## config.mk

```make
export PLATFORM = sky130hd
export DESIGN_NAME = operand_select_pipe
export DESIGN_NICKNAME = d
export VERILOG_FILES = /design/src/rtl/operand_select_pipe.sv
export SDC_FILE = /design/constraint.sdc
export NUM_CORES = 1
export LEC_CHECK = 0
export CAP_MARGIN = 20
export CORE_ASPECT_RATIO = 0.5
export CORE_MARGIN = 4
export CORE_UTILIZATION = 37
export DETAILED_ROUTE_END_ITERATION = 8
export PLACE_DENSITY = 0.77
export SLEW_MARGIN = 30
export SYNTH_ARGS = -nofsm -noshare
export SYNTH_HDL_FRONTEND = slang
export SYNTH_SLANG_ARGS = --single-unit
```

## constraint.sdc

```tcl
create_clock -name i_clock -period 1.8 [get_ports i_clock]
set_clock_uncertainty 0.2 [all_clocks]
set_input_delay 0.36 -clock i_clock [delete_from_list [all_inputs] [get_ports i_clock]]
set_output_delay 0.36 -clock i_clock [all_outputs]
set_load 0.05 [all_outputs]
```

## src/rtl/operand_select_pipe.sv

```systemverilog
// Registered operand selector with a valid/ready output stage and replay of the last legal value.
// Optional feature macro OPSEL_ERRCNT_EN adds o_err_count, a saturating count of illegal accepts.
module operand_select_pipe #(
  parameter int          WIDTH   = 17,
  parameter int          NUM_IN  = 4,
  parameter int          SEL_W   = 4,
  parameter int unsigned CONST_A = 95,
  parameter int unsigned CONST_B = 200
) (
  input  logic                    i_clock,
  input  logic                    i_reset,
  input  logic [NUM_IN*WIDTH-1:0] i_in_bus,
  input  logic [WIDTH-1:0]        i_pc,
  input  logic [SEL_W-1:0]        i_selection,
  input  logic                    i_in_valid,
  output logic                    o_in_ready,
  output logic [WIDTH-1:0]        o_output,
  output logic                    o_out_valid,
  input  logic                    i_out_ready,
  output logic                    o_sel_error
`ifdef OPSEL_ERRCNT_EN
  ,
  output logic [7:0]              o_err_count
`endif
);

  localparam logic [WIDTH-1:0] LP_CONST_A = WIDTH'(CONST_A);
  localparam logic [WIDTH-1:0] LP_CONST_B = WIDTH'(CONST_B);
  localparam logic [SEL_W-1:0] SEL_CA     = SEL_W'(NUM_IN);
  localparam logic [SEL_W-1:0] SEL_CB     = SEL_W'(NUM_IN + 1);
  localparam logic [SEL_W-1:0] SEL_ONES   = SEL_W'(NUM_IN + 2);
  localparam logic [SEL_W-1:0] SEL_PC     = SEL_W'(NUM_IN + 3);
  localparam logic [SEL_W-1:0] SEL_LAST   = SEL_W'(NUM_IN + 4);

  logic [WIDTH-1:0] r_output;
  logic             r_out_valid;
  logic [WIDTH-1:0] r_last;
  logic             r_sel_error;
  logic [WIDTH-1:0] w_value;
  logic             w_legal;
  logic             w_accept;

  assign o_in_ready  = !r_out_valid || i_out_ready;
  assign w_accept    = i_in_valid && o_in_ready;
  assign o_output    = r_output;
  assign o_out_valid = r_out_valid;
  assign o_sel_error = r_sel_error;

  // Illegal codes leave w_value at zero, which is exactly what gets loaded.
  always_comb begin
    w_value = '0;
    w_legal = 1'b0;
    for (int k = 0; k < NUM_IN; k++) begin
      if (i_selection == SEL_W'(k)) begin
        w_value = i_in_bus[k*WIDTH +: WIDTH];
        w_legal = 1'b1;
      end
    end
    if (i_selection == SEL_CA) begin
      w_value = LP_CONST_A;
      w_legal = 1'b1;
    end
    if (i_selection == SEL_CB) begin
      w_value = LP_CONST_B;
      w_legal = 1'b1;
    end
    if (i_selection == SEL_ONES) begin
      w_value = '1;
      w_legal = 1'b1;
    end
    if (i_selection == SEL_PC) begin
      w_value = i_pc;
      w_legal = 1'b1;
    end
    if (i_selection == SEL_LAST) begin
      w_value = r_last;
      w_legal = 1'b1;
    end
  end

  always_ff @(posedge i_clock) begin
    if (i_reset) begin
      r_output    <= '0;
      r_out_valid <= 1'b0;
      r_last      <= '0;
      r_sel_error <= 1'b0;
    end else if (w_accept) begin
      r_out_valid <= 1'b1;
      r_output    <= w_value;
      r_sel_error <= !w_legal;
      if (w_legal) r_last <= w_value;
    end else begin
      r_sel_error <= 1'b0;
      if (i_out_ready) r_out_valid <= 1'b0;
    end
  end

`ifdef OPSEL_ERRCNT_EN
  logic [7:0] r_err_count;

  always_ff @(posedge i_clock) begin
    if (i_reset) begin
      r_err_count <= '0;
    end else if (w_accept && !w_legal && (r_err_count != 8'hFF)) begin
      r_err_count <= r_err_count + 8'd1;
    end
  end

  assign o_err_count = r_err_count;
`endif

endmodule

```

### Yosys cells after proc, flatten, opt, wreduce, memory -nomap -nowiden

Index checks and enable logic that the tools add are counted.

| storage, ports and cells | value |
|---|---|
| flip-flop bits (word level) | 36 |
| output and inout bits | 20 |
| logic and storage cells | 41 |

| cells by class | value |
|---|---|
| eq/ne operators | 8 |
| mux-type cells | 20 |
| bitwise gates (word level) | 1 |
| reduce and logical (&&, ||, !) cells | 8 |

Operator list:

| kind | number |
|---|---|
| 17-bit 2-to-1 mux | 9 |
| 4-bit by 3-bit == test with 1-bit output (second input constant) | 4 |
| 1-bit 2-to-1 mux | 11 |
| 4-bit by 2-bit == test with 1-bit output (second input constant) | 2 |
| 4-bit by 1-bit == test with 1-bit output (second input constant) | 1 |
| 4-bit == test (second input constant) | 1 |
| 4-bit logical NOT | 1 |
| 1-bit logical NOT | 2 |
| 2-bit AND reduction | 1 |
| 2-bit nonzero test | 1 |
| 2-bit OR reduction | 1 |
| 1-bit logical AND | 1 |
| 1-bit logical OR | 1 |
| 1-bit NOT | 1 |

### Depth between registers and ports, before layout

Gate-level depths: netlist of run 1.

| depth | value |
|---|---|
| depth in word-level cells | 11 |
| mapped depth | 7 |
| depth with buffers taken out | 5 |

### Worst setup path after synthesis of run 1

Ideal clock, no wire load.

| timing path | value |
|---|---|
| kind | register -> register |
| start | register r_out_valid (netlist: o_out_valid) |
| end | register r_output[11] (netlist: o_output[11]) |
| setup time | 0.086 ns |
| arrival | 1.916 ns |
| required time | 1.514 ns |
| slack | -0.402 ns |
| stages on the path, launching flop included | 7 |
| path buffers | 1 |
| cell sequence | dfxtp_1 nor2b_2 inv_1 nand2_1 clkbuf_1 a21oi_1 a211oi_1 |

| on the way | value |
|---|---|
| longest elaborated chain between the ends | 3 |

Ends and longest elaborated chain:

| element | line | text |
|---|---|---|
| from (decl) | 36 | `logic r_out_valid;` |
| from (signal assigned) | 84 | `r_out_valid <= 1'b0;` |
| from (signal assigned) | 88 | `r_out_valid <= 1'b1;` |
| from (signal assigned) | 94 | `if (i_out_ready) r_out_valid <= 1'b0;` |
| 1-bit logical NOT | 43 | `assign o_in_ready = !r_out_valid \|\| i_out_ready;` |
| 1-bit logical OR | 43 |  |
| net o_in_ready | 16 | `output logic o_in_ready,` |
| 1-bit logical AND | 44 | `assign w_accept = i_in_valid && o_in_ready;` |
| to (signal assigned) | 89 | `r_output <= w_value;` |
| to (decl) | 35 | `logic [WIDTH-1:0] r_output;` |

The timed path passes the listed nets, and every way through them passes these cells.
A chain may end at the register's enable or synchronous reset.

### Worst setup path after layout of run 1

| timing path | value |
|---|---|
| start | input port i_selection[3] |
| end | register r_output[8] (netlist: o_output[8]) |

| on the way | value |
|---|---|
| longest elaborated chain between the ends | 10 |
| elaborated cells on any way between the ends | 18 |
| classes of those cells | eq/ne: 8; mux: 9; reduce/logical: 1 |

Ends and longest elaborated chain:

| element | line | text |
|---|---|---|
| from (decl) | 14 | `input logic [SEL_W-1:0] i_selection,` |
| 4-bit logical NOT | 54 | `if (i_selection == SEL_W'(k)) begin` |
| 17-bit 2-to-1 mux (4 in series) | 54 |  |
| 17-bit 2-to-1 mux | 59 | `if (i_selection == SEL_CA) begin` |
| 17-bit 2-to-1 mux | 63 | `if (i_selection == SEL_CB) begin` |
| 17-bit 2-to-1 mux | 67 | `if (i_selection == SEL_ONES) begin` |
| 17-bit 2-to-1 mux | 71 | `if (i_selection == SEL_PC) begin` |
| 17-bit 2-to-1 mux (*) | 75 | `if (i_selection == SEL_LAST) begin` |

Mark *: on every way between the ends. The rest lies on a longest branch, timed or not.

==> results of run 1 <==
[Yosys cell counts, drive strengths merged]
cell	instances	share of area, %
dfxtp	36	31
o22ai	5	1.4
or2	1	0.27
a221o	1	0.44
or3	2	0.54
mux4	2	2.0
o21a	1	0.33
or3b	1	0.38
nand2b	12	3.3
nor4b	2	1.4
a21oi	19	4.1
a22o	1	0.38
nor2b	8	2.3
o21ai	11	2.4
o211ai	1	0.33
nand3	4	0.87
mux2i	16	7.0
a211oi	16	5.2
nor3	12	2.8
clkbuf	9	1.5
nor4	3	0.82
a31oi	10	2.7
nor3b	1	0.33
nor2	42	7.0
nand2	12	2.0
o2bb2ai	5	1.9
and3	1	0.27
o31ai	3	0.98
nand3b	8	2.6
a2bb2oi	1	0.38
o221ai	4	1.5
nand4b	5	1.9
a311oi	6	2.3
buf	18	4.7
inv	5	0.82
a221oi	4	1.5
[placed cells by master, fill, tap and decap left out, types with 5 or more instances in the layout]
master | synthesis | layout
nand2b_1 | 12 | 12
nor2_1 | 41 | 37
mux2i_1 | 16 | 16
a21oi_1 | 19 | 18
a31oi_1 | 10 | 9
clkbuf_16 | 0 | 5
nand2_1 | 12 | 11
buf_4 | 2 | 41
a211oi_1 | 16 | 11
a311oi_1 | 6 | 6
dfxtp_1 | 36 | 35
nor2b_1 | 7 | 7
clkdlybuf4s50_1 | 0 | 82
nand4b_1 | 5 | 5
dlygate4sd2_1 | 0 | 7
o21ai_0 | 11 | 10
nor3_1 | 11 | 10
buf_12 | 0 | 19
nand3b_1 | 8 | 8
a211oi_2 | 0 | 5
[flip-flops by register name, indices dropped and copies added, names as in the netlist]
name	cells
r_last	17
o_out_valid	1
o_sel_error	1
o_output	17
[per-layer routing]
layer / up-vias / GRT usage [%] / share of wire (%)
met4: 0 / 6.85 / 1.8
met5: - / 0 / 0
met2: 157 / 38.4 / 47
met3: 19 / 7.42 / 11
met1: 1378 / 29.9 / 40
li1: 1348 / - / -
[worst paths after layout]
path         cells after the start          end            from
max                              6  o_output[8]  i_selection[3]
min                              1  o_output[6]     o_output[6]
max reg2reg                      7    r_last[7]     o_out_valid
min reg2reg                      1  o_output[6]     o_output[6]
[logic make-up (layout without fill, tap and decap cells)]
group | after synthesis | count (layout) | share of synthesized area, %
muxes | 18 | 18 | 8.94
AOI/OAI and AO/OA | 88 | 88 | 25.9
buffers and inverters | 32 | 169 | 6.98
and+or+nand+nor | 114 | 114 | 26.8
DFF | 36 | 36 | 31.4
[per-stage QoR]
| stage | TNS [ns] | setup WS [ns] |
|---|---|---|
| after floorplan | -0.000567 | -0.000189 |
| final | 0 | 0.0448 |
| after global placement | -13.38 | -0.530 |
| after detailed placement | -15.31 | -0.570 |
| after global routing | -0.125 | -0.0420 |
| after CTS | 0 | 0.00588 |
[where the power goes]
group          switching [W]  internal, W
clock network       0.000338     0.000551
logic               0.000424     0.000492
registers          0.0000475     0.000851
total               0.000810      0.00189
[what timing repair did]
item                       CTS  global route
hold buffers                 0             0
gates resized for setup     29            18
pin swaps                    9            10
gates cloned                 2             0
setup endpoints to repair   34            17
buffers inserted             3             0
[critical path: stages]
cell,delay [ns]
dlygate4sd2_1,0.24
buf_4,0.16
or3b_4,0.44
o22ai_2,0.17
nor2_1,0.09
a311oi_1,0.27
[cell type report]
type / instances / area [um2]
tap: 84 / 105
timing repair buffer: 156 / 1690
sequential: 36 / 724
fill: 403 / 1460
clock inverter: 1 / 7.51
multi-input combinational: 220 / 1580
clock buffer: 7 / 143
inverter: 5 / 22.5
==> out/metrics.csv, run 1 <==
stage,metric,value,unit
run_status,status,"complete, no violations",
detailed_routing,vias_per_cell,5.70,
floorplanning,ioPinCount,113,
clock_tree,h-tree-depth,2,
cells_and_area,layout-drive-gt1-share,25.6,%
clock_tree,clock_path_buffers,2,
synth,ys_warn_count,0,
cells_and_area,num_antenna_cells,0,
timing,rsz0062_at_grt,true,
timing,slew_headroom,74.5,%
detailed_routing,route.detailed.wl_per_inst,18.3,um
global_routing,grt_pass1_vias,2864,
detailed_routing,vias,2902,
setup_path,r2r_slack,0.09,ns
detailed_routing,drc,0,
timing,tightestPinTransition,0.380,ns
floorplanning,num_rows,19,
floorplanning,dieArea,7610,um2
setup_path,critPathCaptureType,register,
clock_tree,cts-root-buf,clkbuf_16,
place,place.detailed.hpwl,6.95,mm
synth,ys_types,42,
global_routing,grt.overflow.total,0,
place,place_area,3870,um2
setup_path,critPathMaxFanout,7,
synth,ys_seq_area_share,31.4,%
detailed_routing,drt-total-wl,9.30,mm
global_routing,grt_antenna_before_repair,0,
synth,synth_fp_nets,381,
cells_and_area,fin_util,74.5,%
clock_tree,cts_sinks,36,
timing,maxSlewViolCount,0,
timing,setup_violations,0,
job,max_cap_violations,0,
setup_path,arrival,1.74,ns
timing,final-hold-violation-count,0,
timing,max_freq,570,MHz
timing,holdWs,0.271,ns
synth,postSynthCellCount,288,
synth,avgSynthCellArea,7.97,um2
timing,period_share,97.5,%
floorplanning,die_x,119,um
cells_and_area,nets,517,
floorplanning,start_util,40.1,%
global_routing,grt_pass1_wl,14.2,mm
floorplanning,core,5730,um2
clock_tree,cts_buffers,5,
clock_tree,cts_tree,built,
clock_tree,clock_latency,0.28,ns
synth,syn_area,2300,um2
global_routing,grt_usage,23.4,%
power,ir_worst_vdd,0.464,mV
detailed_routing,ant_nets,0,
setup_path,cp.required,1.79,ns
detailed_routing,first_pass_iters,5,
clock_tree,clkTransAtPathRegs,0.05,ns
floorplanning,die_h,63.7,um
setup_path,start_kind,input port,
cells_and_area,final_cell_area,4270,um2
cells_and_area,stdcell_count,509,
synth,ys_ff_latch,36,
place,gp_congestion,0.874,
place,placed_cells,496,
detailed_routing,drtIter0Drc,243,
min_path,min_path_type,register to register,
setup_path,crit_type,input port to register,
place,io_buffers,112,
power,p_per_area,634,nW/um2
cells_and_area,area_delta_synth_final,85.9,%
global_routing,grt_max_degree,26,
power,power_leakage,1.62,nW
power,p_total,0.00270,W
timing,fin_crit,1.76,ns
(Power assumes the default switching activity.)
==> run 2, diff against run 1 <==
--- a/config.mk
+++ b/config.mk
@@ -10,6 +10,7 @@
 export CORE_MARGIN = 4
 export CORE_UTILIZATION = 37
 export DETAILED_ROUTE_END_ITERATION = 8
+export GPL_TIMING_DRIVEN = 0
 export PLACE_DENSITY = 0.77
 export SLEW_MARGIN = 30
 export SYNTH_ARGS = -nofsm -noshare
==> constraint.sdc (replaced) <==
create_clock -name i_clock -period 1.8 [get_ports i_clock]
set_clock_uncertainty 0.2 [all_clocks]
set_input_delay 0.45 -clock i_clock [delete_from_list [all_inputs] [get_ports i_clock]]
set_output_delay 0.45 -clock i_clock [all_outputs]
set_load 0.05 [all_outputs]
==> run 2 against run 1 <==
Net effect: register-to-register slack improved by 0.14 ns; die area unchanged; critical path depth decreased by 5; total power decreased by 6.6%; sequential share of layout area increased by 1.7 points; largest cell class is now multi-input gates; routed wire length decreased by 5.6%; first-iteration DRC count increased by 37%; highest routed layer unchanged; worst setup slack got worse by 0.029 ns.
==> out/metrics.csv, run 2 (same netlist as run 1, synthesis figures left out) <==
stage,metric,value,unit
setup_path,path_buf_inv,1,
power,ir_worst_vdd,0.435,mV
floorplanning,core,5730,um2
cells_and_area,nets,507,
setup_path,critPathCaptureType,primary output,
setup_path,start_kind,register,
clock_tree,cts_sinks,36,
cells_and_area,area_delta_synth_final,68.8,%
clock_tree,clock_latency,0.27,ns
timing,max_freq,560,MHz
setup_path,arrival,1.13,ns
job,max_cap_violations,0,
place,io_buffers,109,
floorplanning,dieArea,7610,um2
timing,fin_crit,1.78,ns
setup_path,crit_type,register to primary output,
cells_and_area,layout_common_cells,"81 x clkdlybuf4s50_1, 40 x nor2_1, 35 x dfxtp_1",
detailed_routing,drc,0,
detailed_routing,drtIter0Drc,334,
timing,setup_violations,0,
floorplanning,ioPinCount,113,
global_routing,grt_pass1_wl,13.2,mm
floorplanning,num_rows,19,
clock_tree,cts-root-buf,clkbuf_16,
setup_path,slowest_delay,0.53,ns
clock_tree,clock_path_buffers,2,
clock_tree,clkTransAtPathRegs,0.05,ns
clock_tree,cts_tree,built,
cells_and_area,fin_util,67.7,%
setup_path,path_delay_family,buffers and inverters,
global_routing,grt.overflow.total,0,
power,power_leakage,1.47,nW
global_routing,grt_antenna_before_repair,0,
detailed_routing,drt-total-wl,8.78,mm
cells_and_area,layout-drive-gt1-share,19.0,%
clock_tree,cts_buffers,5,
cells_and_area,final_common_cell,clkdlybuf4s50_1,
setup_path,cp.required,1.15,ns
setup_path,crit_slowest_cell,dlygate4sd2_1,
cells_and_area,final_cell_area,3880,um2
timing,tightestPinTransition,0.505,ns
setup_path,path_cells,dlygate4sd2_1,
global_routing,grt_pass1_vias,2554,
detailed_routing,first_pass_iters,5,
timing,rsz0062_at_grt,true,
clock_tree,h-tree-depth,2,
timing,maxSlewViolCount,0,
timing,slew_headroom,66.5,%
floorplanning,start_util,40.1,%
floorplanning,die_h,63.7,um
setup_path,critPathMaxFanout,2,
run_status,status,"complete, no violations",
place,gp_congestion,0.931,
global_routing,grt_usage,21.9,%
global_routing,grt_max_degree,11,
detailed_routing,vias_per_cell,5.45,
place,place.detailed.hpwl,6.88,mm
timing,final-hold-violation-count,0,
floorplanning,die_x,119,um
cells_and_area,num_antenna_cells,0,
place,place_area,3520,um2
detailed_routing,route.detailed.wl_per_inst,17.6,um
detailed_routing,ant_nets,0,
power,p_per_area,651,nW/um2
min_path,min_path_type,register to register,
timing,period_share,99.1,%
cells_and_area,fillers,454,
detailed_routing,vias,2720,
-- run 2: changes by cell type in the layout (fill, tap and decap cells not counted), sizes merged --
cell	delta
bufbuf	-2
clkdlybuf4s50	-1
clkdlybuf4s15	+8
clkinvlp	-1
buf	-35
dlygate4sd2	+1
dlymetal6s2s	+1
clkbuf	+19
-- run 2: what timing repair did --
item                       CTS  global route
setup buffers                8             2
setup endpoints to repair   54            43
pin swaps                    6             4
hold buffers                 0             0
gates resized for setup     71            37
-- run 2: layout make-up --
class / count / area [um2] / area share [%]
repair buffers: 119 / 1130 / 29.1
inverters: 5 / 22.5 / 0.581
flip-flops and latches: 36 / 724 / 18.7
clock buffers: 8 / 146 / 3.78
well taps: 84 / 105 / 2.71
multi-input cells: 220 / 1530 / 39.5
plain buffers: 27 / 219 / 5.65
-- run 2: through the flow --
stage / instances / hold WS (ns) / setup WS (ns) / setup TNS, ns / power (W)
3_5_place_dp: 481 / 0.257 / -0.880 / -24.20 / 0.00164
4_1_cts: 497 / 0.265 / -0.0187 / -0.0187 / 0.00252
3_3_place_gp: 481 / 0.257 / -0.833 / -23.40 / 0.00163
2_1_floorplan: 288 / 0.226 / -0.0484 / -0.0738 / 0.00129
6_report: 499 / 0.263 / 0.0154 / 0 / 0.00252
5_1_grt: 499 / 0.280 / -0.0172 / -0.0253 / 0.00263
-- run 2: routing by layer --
layer,global-route usage [%],wire length [um],vias up
li1,-,-,1319
met1,29.9,3890,1279
met2,35.2,4160,118
met3,5.45,673,4
met4,4.71,52,0
met5,0,0,-
-- run 2: report_power, final --
| part | total, W | switching (W) | leakage [nW] | internal [W] |
|---|---|---|---|---|
| Clock | 0.000848 | 0.000297 | 0.0712 | 0.000551 |
| Sequential | 0.000882 | 0.0000300 | 0.297 | 0.000852 |
| Combinational | 0.000795 | 0.000410 | 1.10 | 0.000385 |
-- run 2: path summary, 6_finish.rpt --
path                                    from           end  slack (ns)  depth (start not counted)
worst max-delay path            o_output[10]  o_output[10]        0.02                          1
worst min-delay path             o_output[3]   o_output[3]        0.26                          1
worst max register to register   o_out_valid   o_output[1]        0.23                          5
worst min register to register   o_output[3]   o_output[3]        0.26                          1
==> run 3, diff against run 2 <==
--- a/config.mk
+++ b/config.mk
@@ -8,10 +8,12 @@
 export CAP_MARGIN = 20
 export CORE_ASPECT_RATIO = 0.5
 export CORE_MARGIN = 4
-export CORE_UTILIZATION = 37
+export CORE_UTILIZATION = 38
+export CTS_BUF_LIST = sky130_fd_sc_hd__clkbuf_8
 export DETAILED_ROUTE_END_ITERATION = 8
 export GPL_TIMING_DRIVEN = 0
-export PLACE_DENSITY = 0.77
+export PLACE_DENSITY = 0.79
+export SETUP_SLACK_MARGIN = 0.05
 export SLEW_MARGIN = 30
 export SYNTH_ARGS = -nofsm -noshare
 export SYNTH_HDL_FRONTEND = slang
==> run 3 against run 2 <==
Net effect: combinational power increased by 2%; largest cell class unchanged; total power decreased by 10%; critical path type is now input port to register; routed wire length increased by 2.1%; worst setup slack improved by 0.038 ns; first-iteration DRC count decreased by 19%; clock-buffer cell count decreased by 2; flip-flop and latch count unchanged; largest power group unchanged; hold slack improved by 0.024 ns; clock power decreased by 32%.
==> out/metrics.csv, run 3 (same netlist as run 1, synthesis figures left out) <==
stage,metric,value,unit
setup_path,rr_startpoint,o_out_valid,
detailed_routing,vias,2842,
run_status,status,"complete, no violations",
job,max_cap_violations,0,
clock_tree,clkTransAtPathRegs,0.07,ns
place,io_buffers,109,
setup_path,cp.required,1.80,ns
timing,setup_violations,0,
floorplanning,die_h,63.0,um
detailed_routing,drtIter0Drc,272,
floorplanning,core,5660,um2
cells_and_area,layout-drive-gt1-share,23.1,%
setup_path,crit_start,i_selection[1],
timing,fin_tns_setup,0,ns
power,swShare,31.9,%
clock_tree,clock_latency,0.28,ns
floorplanning,dieArea,7430,um2
clock_tree,cts-root-buf,clkbuf_8,
cells_and_area,nets,507,
timing,max_freq,573,MHz
setup_path,critPathCaptureType,register,
timing,tightestPinTransition,0.491,ns
clock_tree,cts_tree,built,
global_routing,grt.overflow.total,0,
global_routing,grt_pass1_vias,2782,
floorplanning,num_rows,19,
power,power.share.clock,25.5,%
setup_path,critPathMaxFanout,10,
min_path,min_path_type,register to register,
timing,maxSlewViolCount,0,
detailed_routing,drt-total-wl,8.97,mm
setup_path,start_kind,input port,
detailed_routing,first_pass_iters,4,
cells_and_area,num_antenna_cells,0,
detailed_routing,route.detailed.wl_per_inst,18.4,um
power,p_switching,0.000725,W
power,power_frac_comb,35.8,%
timing,fin_crit,1.75,ns
place,place.detailed.hpwl,6.78,mm
power,ir_worst_vdd,0.300,mV
place,gp_congestion,0.901,
detailed_routing,ant_nets,0,
global_routing,grt_usage,22.9,%
timing,slew_headroom,67.1,%
detailed_routing,drc,0,
setup_path,crit_type,input port to register,
power,power_frac_seq,38.8,%
power,power_leakage,1.42,nW
timing,period_share,97.0,%
global_routing,grt_pass1_wl,13.6,mm
clock_tree,cts_buffers,5,
global_routing,grt_max_degree,12,
power,p_per_area,587,nW/um2
clock_tree,h-tree-depth,2,
clock_tree,hold_buffers,0,
global_routing,grt_antenna_before_repair,0,
cells_and_area,fillers,440,
floorplanning,die_x,118,um
cells_and_area,area_delta_synth_final,68.7,%
detailed_routing,vias_per_cell,5.82,
min_path,hold_path.startpoint,o_output[6],
timing,rsz0062_at_grt,true,
cells_and_area,final_common_cell,clkdlybuf4s50_1,
cells_and_area,layout_common_cells,"81 x clkdlybuf4s50_1, 39 x nor2_1, 35 x dfxtp_1",
timing,holdWs,0.287,ns
power,p_int,0.00155,W
clock_tree,clock_path_buffers,2,
setup_path,arrival,1.74,ns
floorplanning,ioPinCount,113,
clock_tree,cts_sinks,36,
timing,final-hold-violation-count,0,
floorplanning,start_util,40.6,%
run 3: path summary, 6_finish.rpt:
kind	depth (start not counted)	slack, ns	endpoint
worst min-delay path	1	0.29	o_output[6]
worst min register to register	1	0.29	o_output[6]
worst max-delay path	6	0.05	o_output[11]
worst max register to register	6	0.14	r_last[11]
run 3: stage by stage:
step	setup slack (ns)	utilization, %	total power (W)	cell area (um2)	cells
after floorplan	-0.0484	-	0.00129	2340	288
after detailed placement	-0.866	62.3	0.00164	3520	470
after global routing	0.0264	68.4	0.00237	3870	488
after global placement	-0.830	62.3	0.00163	3520	470
after CTS	0.0108	67.4	0.00225	3820	487
final	0.0537	68.4	0.00227	3870	488
run 3: cell type report:
type / count / area (um2) / area share (%)
buffer: 27 / 200 / 5.17
clock inverter: 2 / 10.0 / 0.258
multi-input combinational: 220 / 1550 / 40.0
tap: 73 / 91.3 / 2.36
timing repair buffer: 119 / 1190 / 30.8
clock buffer: 6 / 82.6 / 2.13
sequential: 36 / 724 / 18.7
inverter: 5 / 22.5 / 0.582
run 3: critical path, stage by stage:
cell,delay [ns]
buf_6,0.11
clkbuf_4,0.19
clkbuf_4,0.21
nor4_1,0.44
a21oi_1,0.10
a211oi_1,0.24
run 3: power by group through the flow:
stage	Sequential, W	Combinational [W]	Clock, W
floorplan	0.000991	0.000302	0
global placement	0.000895	0.000734	0
detailed placement	0.000897	0.000747	0
CTS	0.000881	0.000783	0.000587
global route	0.000887	0.000858	0.000623
finish	0.000881	0.000813	0.000578
run 3: metal layers:
| metal | part of all wire [%] | up-vias | track usage [%] | wire length (um) |
|---|---|---|---|---|
| li1 | - | 1326 | - | - |
| met1 | 43 | 1358 | 29.7 | 3840 |
| met2 | 48 | 139 | 38.5 | 4260 |
| met3 | 7.8 | 19 | 4.34 | 701 |
| met4 | 1.8 | 0 | 7.15 | 161 |
| met5 | 0 | - | 0 | 0 |
run 3: timing repair:
action / CTS / global route
endpoints found under the setup margin: 54 / 36
pin swaps: 7 / 6
cloned: 0 / 1
gates resized for setup: 107 / 20
setup buffers: 9 / 0
